<file path="config.mk">
export PLATFORM = sky130hd
export DESIGN_NAME = hazard_ctrl_flat
export DESIGN_NICKNAME = d
export VERILOG_FILES = /design/src/rtl/hazard_ctrl_if.sv /design/src/rtl/hazard_ctrl.sv /design/src/flat_wrapper.sv
export SDC_FILE = /design/constraint.sdc
export NUM_CORES = 1
export LEC_CHECK = 0
export ABC_CLOCK_PERIOD_IN_PS = 3100
export CAP_MARGIN = 20
export CORE_MARGIN = 4
export CORE_UTILIZATION = 45
export CTS_CLUSTER_SIZE = 12
export DETAILED_ROUTE_END_ITERATION = 12
export PLACE_DENSITY = 0.73
export SYNTH_ARGS = -nofsm -noshare
export SYNTH_HDL_FRONTEND = slang
export SYNTH_SLANG_ARGS = --single-unit
</file>
<file path="constraint.sdc">
create_clock -name clk -period 3.1 [get_ports clk]
set_input_delay 0.31 -clock clk [delete_from_list [all_inputs] [get_ports clk]]
set_output_delay 0.31 -clock clk [all_outputs]
set_load 0.05 [all_outputs]
</file>
<file path="src/rtl/hazard_ctrl_if.sv">
`default_nettype none
// +--------------------------------------------------------------------------+
// | hazard_ctrl_if : ID-stage hazard inputs and pipeline control outputs.    |
// | Rev 1.0                                                                  |
// +--------------------------------------------------------------------------+
interface hazard_ctrl_if #(
  parameter int MC_W = 4
);
  logic            id_valid;
  logic [5:0]      id_rs1_addr;
  logic [5:0]      id_rs2_addr;
  logic            id_rs1_used;
  logic            id_rs2_used;
  logic [5:0]      id_rd_addr;
  logic            id_rd_we;
  logic            id_is_load;
  logic            id_is_mc;
  logic [MC_W-1:0] id_mc_cycles;
  logic            branch_taken;
  logic            mem_stall;

  logic            pc_we;
  logic            if_id_we;
  logic            id_ex_we;
  logic            ex_mem_we;
  logic            mem_wb_we;
  logic            if_id_flush;
  logic            id_ex_flush;
  logic            ex_mem_flush;
  logic [1:0]      fwd1_sel;
  logic [1:0]      fwd2_sel;
  logic            mc_busy;

  modport master (
    output id_valid, id_rs1_addr, id_rs2_addr, id_rs1_used, id_rs2_used,
           id_rd_addr, id_rd_we, id_is_load, id_is_mc, id_mc_cycles,
           branch_taken, mem_stall,
    input  pc_we, if_id_we, id_ex_we, ex_mem_we, mem_wb_we,
           if_id_flush, id_ex_flush, ex_mem_flush, fwd1_sel, fwd2_sel, mc_busy
  );

  modport slave (
    input  id_valid, id_rs1_addr, id_rs2_addr, id_rs1_used, id_rs2_used,
           id_rd_addr, id_rd_we, id_is_load, id_is_mc, id_mc_cycles,
           branch_taken, mem_stall,
    output pc_we, if_id_we, id_ex_we, ex_mem_we, mem_wb_we,
           if_id_flush, id_ex_flush, ex_mem_flush, fwd1_sel, fwd2_sel, mc_busy
  );
endinterface
`default_nettype wire

</file>
<file path="src/rtl/hazard_ctrl.sv">
`default_nettype none
// +--------------------------------------------------------------------------+
// | hazard_ctrl : stall/flush/forwarding control with multi-cycle EX FSM.    |
// | Rev 1.0                                                                  |
// +--------------------------------------------------------------------------+
module hazard_ctrl #(
  parameter int MC_W = 4
) (
  input  logic         clk,
  input  logic         rst,
  hazard_ctrl_if.slave bus
);

  typedef struct packed {
    logic       valid;
    logic [5:0] rd;
    logic       we;
    logic       is_load;
  } slot_t;

  typedef enum logic [0:0] {
    S_IDLE = 1'b0,
    S_BUSY = 1'b1
  } state_t;

  localparam logic [1:0] c_fwd_rf  = 2'b00;
  localparam logic [1:0] c_fwd_ex  = 2'b01;
  localparam logic [1:0] c_fwd_mem = 2'b10;
  localparam logic [1:0] c_fwd_wb  = 2'b11;

  slot_t           ex_q, ex_d, mem_q, mem_d, wb_q, wb_d;
  state_t          state_q, state_d;
  logic [MC_W-1:0] cnt_q, cnt_d;

  logic w_busy, w_load_use, w_mc_start;
  logic w_pc_we, w_if_id_we, w_id_ex_we, w_ex_mem_we, w_mem_wb_we;
  logic w_if_id_flush, w_id_ex_flush, w_ex_mem_flush;

  function automatic logic slot_hit(input slot_t s, input logic [5:0] addr);
    return s.valid && s.we && (s.rd != 6'd0) && (s.rd == addr);
  endfunction

  // An EX load has no result yet, and a busy mc op is not final: both defer to older slots.
  function automatic logic [1:0] fwd_sel(input logic used, input logic [5:0] addr,
                                         input slot_t ex, input slot_t mem,
                                         input slot_t wb, input logic busy);
    logic [1:0] sel;
    sel = c_fwd_rf;
    if (used && (addr != 6'd0)) begin
      if (slot_hit(ex, addr) && !ex.is_load && !busy) sel = c_fwd_ex;
      else if (slot_hit(mem, addr))                   sel = c_fwd_mem;
      else if (slot_hit(wb, addr))                    sel = c_fwd_wb;
    end
    return sel;
  endfunction

  assign w_busy     = (state_q == S_BUSY);
  assign w_load_use = bus.id_valid && ex_q.is_load &&
                      ((bus.id_rs1_used && slot_hit(ex_q, bus.id_rs1_addr)) ||
                       (bus.id_rs2_used && slot_hit(ex_q, bus.id_rs2_addr)));

  always_comb begin
    w_pc_we        = 1'b1;
    w_if_id_we     = 1'b1;
    w_id_ex_we     = 1'b1;
    w_ex_mem_we    = 1'b1;
    w_mem_wb_we    = 1'b1;
    w_if_id_flush  = 1'b0;
    w_id_ex_flush  = 1'b0;
    w_ex_mem_flush = 1'b0;
    if (bus.mem_stall) begin
      w_pc_we     = 1'b0;
      w_if_id_we  = 1'b0;
      w_id_ex_we  = 1'b0;
      w_ex_mem_we = 1'b0;
      w_mem_wb_we = 1'b0;
    end else if (w_busy) begin
      w_pc_we        = 1'b0;
      w_if_id_we     = 1'b0;
      w_id_ex_we     = 1'b0;
      w_ex_mem_flush = 1'b1;
    end else if (bus.branch_taken) begin
      w_if_id_flush = 1'b1;
      w_id_ex_flush = 1'b1;
    end else if (w_load_use) begin
      w_pc_we       = 1'b0;
      w_if_id_we    = 1'b0;
      w_id_ex_flush = 1'b1;
    end
  end

  always_comb begin
    ex_d  = ex_q;
    mem_d = mem_q;
    wb_d  = wb_q;
    if (w_mem_wb_we) wb_d  = mem_q;
    if (w_ex_mem_we) mem_d = w_ex_mem_flush ? '0 : ex_q;
    if (w_id_ex_we) begin
      ex_d = '0;
      if (bus.id_valid && !w_id_ex_flush) begin
        ex_d.valid   = 1'b1;
        ex_d.rd      = bus.id_rd_addr;
        ex_d.we      = bus.id_rd_we;
        ex_d.is_load = bus.id_is_load;
      end
    end
  end

  assign w_mc_start = w_id_ex_we && !w_id_ex_flush && bus.id_valid && bus.id_is_mc;

  always_comb begin
    state_d = state_q;
    cnt_d   = cnt_q;
    case (state_q)
      S_IDLE: begin
        if (w_mc_start) begin
          state_d = S_BUSY;
          cnt_d   = bus.id_mc_cycles - MC_W'(1);
        end
      end
      S_BUSY: begin
        if (!bus.mem_stall) begin
          cnt_d = cnt_q - MC_W'(1);
          if (cnt_q == MC_W'(1)) state_d = S_IDLE;
        end
      end
      default: begin
        state_d = S_IDLE;
        cnt_d   = '0;
      end
    endcase
  end

  always_ff @(posedge clk or posedge rst) begin
    if (rst) begin
      ex_q    <= '0;
      mem_q   <= '0;
      wb_q    <= '0;
      state_q <= S_IDLE;
      cnt_q   <= '0;
    end else begin
      ex_q    <= ex_d;
      mem_q   <= mem_d;
      wb_q    <= wb_d;
      state_q <= state_d;
      cnt_q   <= cnt_d;
    end
  end

  assign bus.pc_we        = w_pc_we;
  assign bus.if_id_we     = w_if_id_we;
  assign bus.id_ex_we     = w_id_ex_we;
  assign bus.ex_mem_we    = w_ex_mem_we;
  assign bus.mem_wb_we    = w_mem_wb_we;
  assign bus.if_id_flush  = w_if_id_flush;
  assign bus.id_ex_flush  = w_id_ex_flush;
  assign bus.ex_mem_flush = w_ex_mem_flush;
  assign bus.fwd1_sel     = fwd_sel(bus.id_rs1_used, bus.id_rs1_addr, ex_q, mem_q, wb_q, w_busy);
  assign bus.fwd2_sel     = fwd_sel(bus.id_rs2_used, bus.id_rs2_addr, ex_q, mem_q, wb_q, w_busy);
  assign bus.mc_busy      = w_busy;

endmodule
`default_nettype wire

</file>
<file path="src/flat_wrapper.sv">
// flat-port wrapper written by rule: the top's interface ports become plain ports
module hazard_ctrl_flat 
#(
  parameter int MC_W = 4
)
  (clk, rst, bus_id_valid, bus_id_rs1_addr, bus_id_rs2_addr, bus_id_rs1_used, bus_id_rs2_used, bus_id_rd_addr, bus_id_rd_we, bus_id_is_load, bus_id_is_mc, bus_id_mc_cycles, bus_branch_taken, bus_mem_stall, bus_pc_we, bus_if_id_we, bus_id_ex_we, bus_ex_mem_we, bus_mem_wb_we, bus_if_id_flush, bus_id_ex_flush, bus_ex_mem_flush, bus_fwd1_sel, bus_fwd2_sel, bus_mc_busy);
  hazard_ctrl_if #(.MC_W(MC_W)) bus_i ();
  input  logic clk;
  input  logic rst;
  input wire logic [$bits(bus_i.id_valid)-1:0] bus_id_valid;
  input wire logic [$bits(bus_i.id_rs1_addr)-1:0] bus_id_rs1_addr;
  input wire logic [$bits(bus_i.id_rs2_addr)-1:0] bus_id_rs2_addr;
  input wire logic [$bits(bus_i.id_rs1_used)-1:0] bus_id_rs1_used;
  input wire logic [$bits(bus_i.id_rs2_used)-1:0] bus_id_rs2_used;
  input wire logic [$bits(bus_i.id_rd_addr)-1:0] bus_id_rd_addr;
  input wire logic [$bits(bus_i.id_rd_we)-1:0] bus_id_rd_we;
  input wire logic [$bits(bus_i.id_is_load)-1:0] bus_id_is_load;
  input wire logic [$bits(bus_i.id_is_mc)-1:0] bus_id_is_mc;
  input wire logic [$bits(bus_i.id_mc_cycles)-1:0] bus_id_mc_cycles;
  input wire logic [$bits(bus_i.branch_taken)-1:0] bus_branch_taken;
  input wire logic [$bits(bus_i.mem_stall)-1:0] bus_mem_stall;
  output wire logic [$bits(bus_i.pc_we)-1:0] bus_pc_we;
  output wire logic [$bits(bus_i.if_id_we)-1:0] bus_if_id_we;
  output wire logic [$bits(bus_i.id_ex_we)-1:0] bus_id_ex_we;
  output wire logic [$bits(bus_i.ex_mem_we)-1:0] bus_ex_mem_we;
  output wire logic [$bits(bus_i.mem_wb_we)-1:0] bus_mem_wb_we;
  output wire logic [$bits(bus_i.if_id_flush)-1:0] bus_if_id_flush;
  output wire logic [$bits(bus_i.id_ex_flush)-1:0] bus_id_ex_flush;
  output wire logic [$bits(bus_i.ex_mem_flush)-1:0] bus_ex_mem_flush;
  output wire logic [$bits(bus_i.fwd1_sel)-1:0] bus_fwd1_sel;
  output wire logic [$bits(bus_i.fwd2_sel)-1:0] bus_fwd2_sel;
  output wire logic [$bits(bus_i.mc_busy)-1:0] bus_mc_busy;
  assign bus_i.id_valid = bus_id_valid;
  assign bus_i.id_rs1_addr = bus_id_rs1_addr;
  assign bus_i.id_rs2_addr = bus_id_rs2_addr;
  assign bus_i.id_rs1_used = bus_id_rs1_used;
  assign bus_i.id_rs2_used = bus_id_rs2_used;
  assign bus_i.id_rd_addr = bus_id_rd_addr;
  assign bus_i.id_rd_we = bus_id_rd_we;
  assign bus_i.id_is_load = bus_id_is_load;
  assign bus_i.id_is_mc = bus_id_is_mc;
  assign bus_i.id_mc_cycles = bus_id_mc_cycles;
  assign bus_i.branch_taken = bus_branch_taken;
  assign bus_i.mem_stall = bus_mem_stall;
  assign bus_pc_we = bus_i.pc_we;
  assign bus_if_id_we = bus_i.if_id_we;
  assign bus_id_ex_we = bus_i.id_ex_we;
  assign bus_ex_mem_we = bus_i.ex_mem_we;
  assign bus_mem_wb_we = bus_i.mem_wb_we;
  assign bus_if_id_flush = bus_i.if_id_flush;
  assign bus_id_ex_flush = bus_i.id_ex_flush;
  assign bus_ex_mem_flush = bus_i.ex_mem_flush;
  assign bus_fwd1_sel = bus_i.fwd1_sel;
  assign bus_fwd2_sel = bus_i.fwd2_sel;
  assign bus_mc_busy = bus_i.mc_busy;
  hazard_ctrl #(.MC_W(MC_W)) u_core (.clk(clk), .rst(rst), .bus(bus_i));
endmodule
</file>
==> After elaboration in Yosys (flattened, before gate mapping) <==
Cells that the tools add are included.
{ "totals": {"latchBits": 0, "mem_bits_ro": 0, "mem_count": 0, "mem_bits_rw": 0, "register_bits": 30, "word_cells": 93} }
{ "op_classes": {"reduce_logical": 36, "n_div": 0, "n_bitwise": 1, "n_shift": 0, "magnitude_cmp": 0, "multipliers": 0, "n_eq_ne": 9, "n_mux": 33, "addsub": 2} }
{ "op_table": {"columns": ["cell", "count"], "rows": [
  ["$eq A6 B6 Y1", 6],
  ["$reduce_bool A6 Y1", 5],
  ["$logic_and A1 B1 Y1", 26],
  ["$mux W1", 19],
  ["$mux W9", 2],
  ["$mux W2", 8],
  ["$mux W4", 2],
  ["$pmux W4 S2", 1],
  ["$sub A4 B1 Y4 const B", 2],
  ["$eq A4 B1 Y1 const B", 1],
  ["$logic_not A1 Y1", 3],
  ["$ne A2 B1 Y1 const B", 1],
  ["$ne A2 B2 Y1 const B", 1],
  ["$pmux W1 S2", 1],
  ["$reduce_and A2 Y1", 1],
  ["$logic_or A1 B1 Y1", 1],
  ["$not A1 Y1", 1]
]} }

==> Depth between registers and ports, before layout <==
{ "logic_depth": {"word_depth": 16, "mapped_depth": 6} }

==> Least setup slack after synthesis <==
No wires, ideal clock.
{ "synth_path": {"path_kind": "register -> output", "startpoint": "register u_core.ex_q[2] (netlist bit)", "endpoint": "output port bus_pc_we", "stages_incl_launch_ff": 7, "t_arrival_ps": 2732, "slack_ps": 58, "path_buffers": 1, "path_cell_list": "dfrtp_1 > or4_1 > o311a_4 > nand4_1 > a21oi_1 > a21oi_1 > buf_4"} }
{ "synth_via": {"elab_chain_len": 10, "elab_cells_between_ends": 14, "cone_classes": "eq/ne (2); mux (4); reduce/logical (8)"} }
{ "synth_lines": {"columns": ["item", "line", "rtl"], "rows": [
  ["start, declared", "hazard_ctrl.sv:31", "slot_t ex_q, ex_d, mem_q, mem_d, wb_q, wb_d;"],
  ["start signal, assigned", "hazard_ctrl.sv:136", "ex_q <= '0;"],
  ["start signal, assigned", "hazard_ctrl.sv:142", "ex_q <= ex_d;"],
  ["$reduce_bool A6 Y1", "hazard_ctrl.sv:40", "return s.valid && s.we && (s.rd != 6'd0) && (s.rd == addr);"],
  ["$logic_and A1 B1 Y1 (2 in series)", "hazard_ctrl.sv:40", null],
  ["$logic_and A1 B1 Y1, on equally long branches", "hazard_ctrl.sv:59, hazard_ctrl.sv:60", null],
  ["$logic_or A1 B1 Y1 *", "hazard_ctrl.sv:59", "((bus.id_rs1_used && slot_hit(ex_q, bus.id_rs1_addr)) ||"],
  ["$logic_and A1 B1 Y1 *", "hazard_ctrl.sv:58", "assign w_load_use = bus.id_valid && ex_q.is_load &&"],
  ["$mux W1 * (4 in series)", null, null],
  ["end, declared", "flat_wrapper.sv:22", "output wire logic [$bits(bus_i.pc_we)-1:0] bus_pc_we;"]
]} }
Mark *: on every way between the ends. The rest lies on a longest branch, timed or not.

==> Final worst setup path <==
{ "layout_path": {"startpoint": "register u_core.ex_q[2] (netlist bit)", "endpoint": "output port bus_pc_we"} }
{ "layout_via": {"elab_chain_len": 10, "elab_cells_between_ends": 14, "cone_classes": "eq/ne (2); mux (4); reduce/logical (8)"} }
{ "layout_lines": {"columns": ["item", "line", "rtl"], "rows": [
  ["$reduce_bool A6 Y1", "hazard_ctrl.sv:40", null],
  ["$logic_and A1 B1 Y1 (2 in series)", "hazard_ctrl.sv:40", null],
  ["$logic_and A1 B1 Y1, on equally long branches", "hazard_ctrl.sv:59, hazard_ctrl.sv:60", null],
  ["$logic_or A1 B1 Y1 *", "hazard_ctrl.sv:59", null],
  ["$logic_and A1 B1 Y1 *", "hazard_ctrl.sv:58", null],
  ["$mux W1 *", "hazard_ctrl.sv:85", "end else if (w_load_use) begin"],
  ["$mux W1 *", "hazard_ctrl.sv:82", "end else if (bus.branch_taken) begin"],
  ["$mux W1 *", "hazard_ctrl.sv:77", "end else if (w_busy) begin"],
  ["$mux W1 *", "hazard_ctrl.sv:71", "if (bus.mem_stall) begin"]
]} }
Marks and branches as above.

==> flow_results.xml <==
<?xml version="1.0" encoding="UTF-8"?>
<metrics>
  <group name="cts">
    <metric name="post-cts-setup-buffer-count" unit="">0</metric>
    <metric name="post_cts_hold_buffer_count" unit="">0</metric>
    <metric name="cts.sinks" unit="">30</metric>
    <metric name="cts_root_buf" unit="">clkbuf_8</metric>
    <metric name="clkLatencyLatePin" unit="ns">0.28</metric>
    <metric name="clkSlewWorstSetupHoldPaths" unit="ns">0.06</metric>
    <metric name="cts_inserted_buffers" unit="">5</metric>
    <metric name="cts_tree" unit="">done</metric>
    <metric name="cts_max_path_buffers" unit="">2</metric>
    <metric name="postCtsResizedCells" unit="">0</metric>
    <metric name="htreeDepth" unit="">2</metric>
  </group>
  <group name="routing">
    <metric name="vias_per_cell" unit="">5.63</metric>
    <metric name="drtPass1Iterations" unit="">4</metric>
    <metric name="dr_total_vias" unit="">1807</metric>
    <metric name="antenna_left" unit="">0</metric>
    <metric name="totalWireLength" unit="um">5120</metric>
    <metric name="detail_route.iter0.violations" unit="">155</metric>
    <metric name="drt_drc_violations_left" unit="">0</metric>
    <metric name="wl_per_cell" unit="um">16.0</metric>
  </group>
  <group name="yosys">
    <metric name="synthMostInstantiatedCell" unit="">nand2_1</metric>
    <metric name="synth_async_sr_flop_share" unit="">1.00</metric>
    <metric name="synth_top_cell_by_area" unit="">dfrtp_1</metric>
    <metric name="synthCells" unit="">223</metric>
    <metric name="mappedNetlistNets" unit="">258</metric>
    <metric name="ys_ff_latch" unit="">30</metric>
    <metric name="postSynth.topFlopCell" unit="">dfrtp_1</metric>
    <metric name="syn_avg_cell_area" unit="um^2">9.03</metric>
    <metric name="post_synth_most_frequent_cells" unit="">nand2_1 (31), dfrtp_1 (30), xor2_1 (25), o21ai_0 (18), xnor2_1 (13)</metric>
    <metric name="synth_edf_count" unit="">0</metric>
    <metric name="area_share_of_the_largest_cell_type_after_synthesis" unit="">0.373</metric>
    <metric name="post_synth_instance_area" unit="mm^2">0.00201</metric>
    <metric name="seq_area_frac_synth" unit="">0.373</metric>
    <metric name="ys_warn_count" unit="">0</metric>
    <metric name="yosys-top-cells-area" unit="">dfrtp_1 (37%), xor2_1 (11%), nand2_1 (5.8%)</metric>
    <metric name="synthDistinctLibCells" unit="">41</metric>
  </group>
  <group name="setup_path">
    <metric name="setup_slack_of_the_most_critical_reg_to_reg_path" unit="ns">0.77</metric>
    <metric name="reg2reg_to" unit="">u_core.cnt_q[2]</metric>
    <metric name="arrival_time_reported_for_the_critical_path_endpoint" unit="ns">2.46</metric>
    <metric name="critPathMaxFanout" unit="">8</metric>
    <metric name="critical_path.slowest_cell" unit="">or4_1</metric>
    <metric name="timing_worst_setup_path_type" unit="">reg -&gt; out</metric>
    <metric name="reg2regPathDepth" unit="">5</metric>
    <metric name="regToRegStartpoint" unit="">u_core.ex_q[2]</metric>
    <metric name="cp-end-kind" unit="">primary output</metric>
    <metric name="start_kind" unit="">flip-flop</metric>
    <metric name="worstPathRequired" unit="ns">2.79</metric>
    <metric name="crit_end" unit="">bus_pc_we</metric>
    <metric name="critical_path.most_common_cell" unit="">a21oi_1</metric>
    <metric name="critPathLaunch" unit="">u_core.ex_q[2]</metric>
    <metric name="critical_path.max_stage_delay" unit="ns">0.56</metric>
    <metric name="crit_path_cell_trace" unit="">or4_1, o311a_4, nand4_1, a21oi_1, a21oi_1, buf_4</metric>
  </group>
  <group name="timing">
    <metric name="grt_setup_unrepaired" unit="">false</metric>
    <metric name="tightest_slew" unit="ns">0.579</metric>
    <metric name="report.final.hold_viol_count" unit="">0</metric>
    <metric name="final.setup.tns" unit="ns">0</metric>
    <metric name="fin_crit_sh" unit="">0.894</metric>
    <metric name="timing.fmax" unit="MHz">361</metric>
    <metric name="relative_slew_slack" unit="">0.609</metric>
    <metric name="period_needed" unit="ns">2.77</metric>
    <metric name="clock_skew" unit="ns">0.00692</metric>
    <metric name="timing.final.max_slew_violations" unit="">0</metric>
    <metric name="whs" unit="ns">0.415</metric>
    <metric name="setup_violations" unit="">0</metric>
  </group>
  <group name="global_routing">
    <metric name="grt_max_degree" unit="">31</metric>
    <metric name="first_global_vias" unit="">1786</metric>
    <metric name="grt_pass1_wl" unit="um">8450</metric>
    <metric name="initial_antenna_violation_count" unit="">0</metric>
    <metric name="globalRouteOverflowTotal" unit="">0</metric>
    <metric name="grt_total_usage" unit="">0.199</metric>
  </group>
  <group name="finish">
    <metric name="final_antenna_diode_count" unit="">0</metric>
    <metric name="filler_cell_count" unit="">389</metric>
    <metric name="drive_above_1_share" unit="">0.123</metric>
    <metric name="layout-area-overhead-vs-synth" unit="%">28.1</metric>
    <metric name="final-instance-count-excl-fill" unit="">321</metric>
    <metric name="fin_nets" unit="">305</metric>
  </group>
  <group name="job">
    <metric name="cap_violations" unit="">0</metric>
  </group>
  <group name="floorplan">
    <metric name="die-area" unit="mm^2">0.00561</metric>
    <metric name="row_count" unit="">24</metric>
    <metric name="initial_core_util" unit="">0.463</metric>
    <metric name="die_height" unit="um">74.9</metric>
    <metric name="die_width" unit="um">74.9</metric>
    <metric name="io_pins" unit="">45</metric>
    <metric name="core-area" unit="mm^2">0.00435</metric>
  </group>
  <group name="placement">
    <metric name="placement.io_buffers" unit="">44</metric>
    <metric name="dp_wirelength" unit="um">3920</metric>
    <metric name="place_congestion" unit="">0.877</metric>
    <metric name="post-place-cells" unit="">315</metric>
  </group>
  <group name="power">
    <metric name="worst_ir_drop_vdd" unit="mV">0.352</metric>
    <metric name="power_per_cell_area" unit="mW/mm^2">630</metric>
    <metric name="static-leakage-power" unit="uW">0.00114</metric>
  </group>
  <group name="min_path">
    <metric name="timing.hold.worst.class" unit="">in -&gt; async</metric>
  </group>
  <group name="run_status">
    <metric name="status" unit="">finished, final reports clean</metric>
  </group>
</metrics>
## layer usage
| metal | up-vias | global-route usage | part of all wire |
|---|---|---|---|
| met1 | 844 | 0.277 | 0.47 |
| met5 | - | 0 | 0 |
| met3 | 15 | 0.0374 | 0.059 |
| met4 | 0 | 0.0791 | 0.025 |
| met2 | 53 | 0.308 | 0.45 |
| li1 | 895 | - | - |
## cell families (layout without fill, tap and decap cells)
group | count (synthesis) | count (layout) | synth area share
xor gates and xnor gates | 38 | 38 | 0.165
and+or+nand+nor | 81 | 81 | 0.206
buffers and inverters | 18 | 64 | 0.0373
adders and majority gates | 3 | 3 | 0.0186
DFF | 30 | 30 | 0.373
AOI/OAI and AO/OA | 43 | 43 | 0.145
muxes | 10 | 10 | 0.0553
## worst min path at each step
| stage | end | from | cells past startpoint |
|---|---|---|---|
| floorplan | u_core.bus.mc_busy | rst | 1 |
| global route | u_core.mem_q[5] | rst | 3 |
| CTS | u_core.mem_q[7] | rst | 3 |
| detailed placement | u_core.wb_q[8] | u_core.wb_q[8] | 1 |
| finish | u_core.ex_q[2] | rst | 3 |
| global placement | u_core.wb_q[8] | u_core.wb_q[8] | 1 |
## registers in the layout (all words and copies together), names as in the netlist
| register | flops |
|---|---|
| u_core.bus.mc_busy | 1 |
| u_core.ex_q | 9 |
| u_core.cnt_q | 4 |
| u_core.mem_q | 8 |
| u_core.wb_q | 8 |
## layout by cell type, fill, tap and decap left out, types with 2 or more instances in the layout
| cell | instances |
|---|---|
| clkdlybuf4s50_1 | 35 |
| inv_1 | 10 |
| nor3_1 | 5 |
| a21oi_1 | 6 |
| or2_2 | 2 |
| xor2_1 | 25 |
| mux2_2 | 9 |
| a32oi_1 | 2 |
| nand3_1 | 3 |
| o31ai_1 | 2 |
| a311oi_1 | 2 |
| buf_4 | 11 |
| nand2_1 | 31 |
| xnor2_1 | 13 |
| and2_1 | 2 |
| o21ai_0 | 18 |
| clkbuf_8 | 6 |
| o311a_1 | 3 |
| ha_1 | 3 |
| or4_1 | 6 |
| nor2_1 | 10 |
| nor4_1 | 6 |
| dfrtp_1 | 30 |
| nand4_1 | 9 |
| a22o_1 | 2 |
| nor2b_1 | 2 |
## through the flow
stage	util	setup slack (ns)	power, uW	instance area (um^2)
2_1_floorplan	-	0.0580	1110	2010
3_3_place_gp	0.574	0.374	1320	2500
3_5_place_dp	0.574	0.368	1330	2500
4_1_cts	0.593	0.323	1630	2580
5_1_grt	0.593	0.140	1750	2580
6_report	0.593	0.329	1630	2580
## final cells by class
class	count	area [um^2]	area share
Clock buffer	6	82.6	0.0320
Multi-Input combinational cell	175	1190	0.460
Timing Repair Buffer	47	453	0.175
Tap cell	52	65.1	0.0252
Inverter	11	41.3	0.0160
Sequential cell	30	751	0.291
## critical path: cells and delay by family, from the launching register on
kind,cells,cell delay (ns)
flops,1,0.46
simple gates,2,0.77
compound gates,3,0.72
buf+inv,1,0.23
## report_power, final
group,switching (uW),internal [uW],leakage (uW)
sequential,188,505,0.000401
clock,132,171,0.0000431
combinational,339,292,0.000698
No activity file was read; power rests on OpenSTA's default activity.
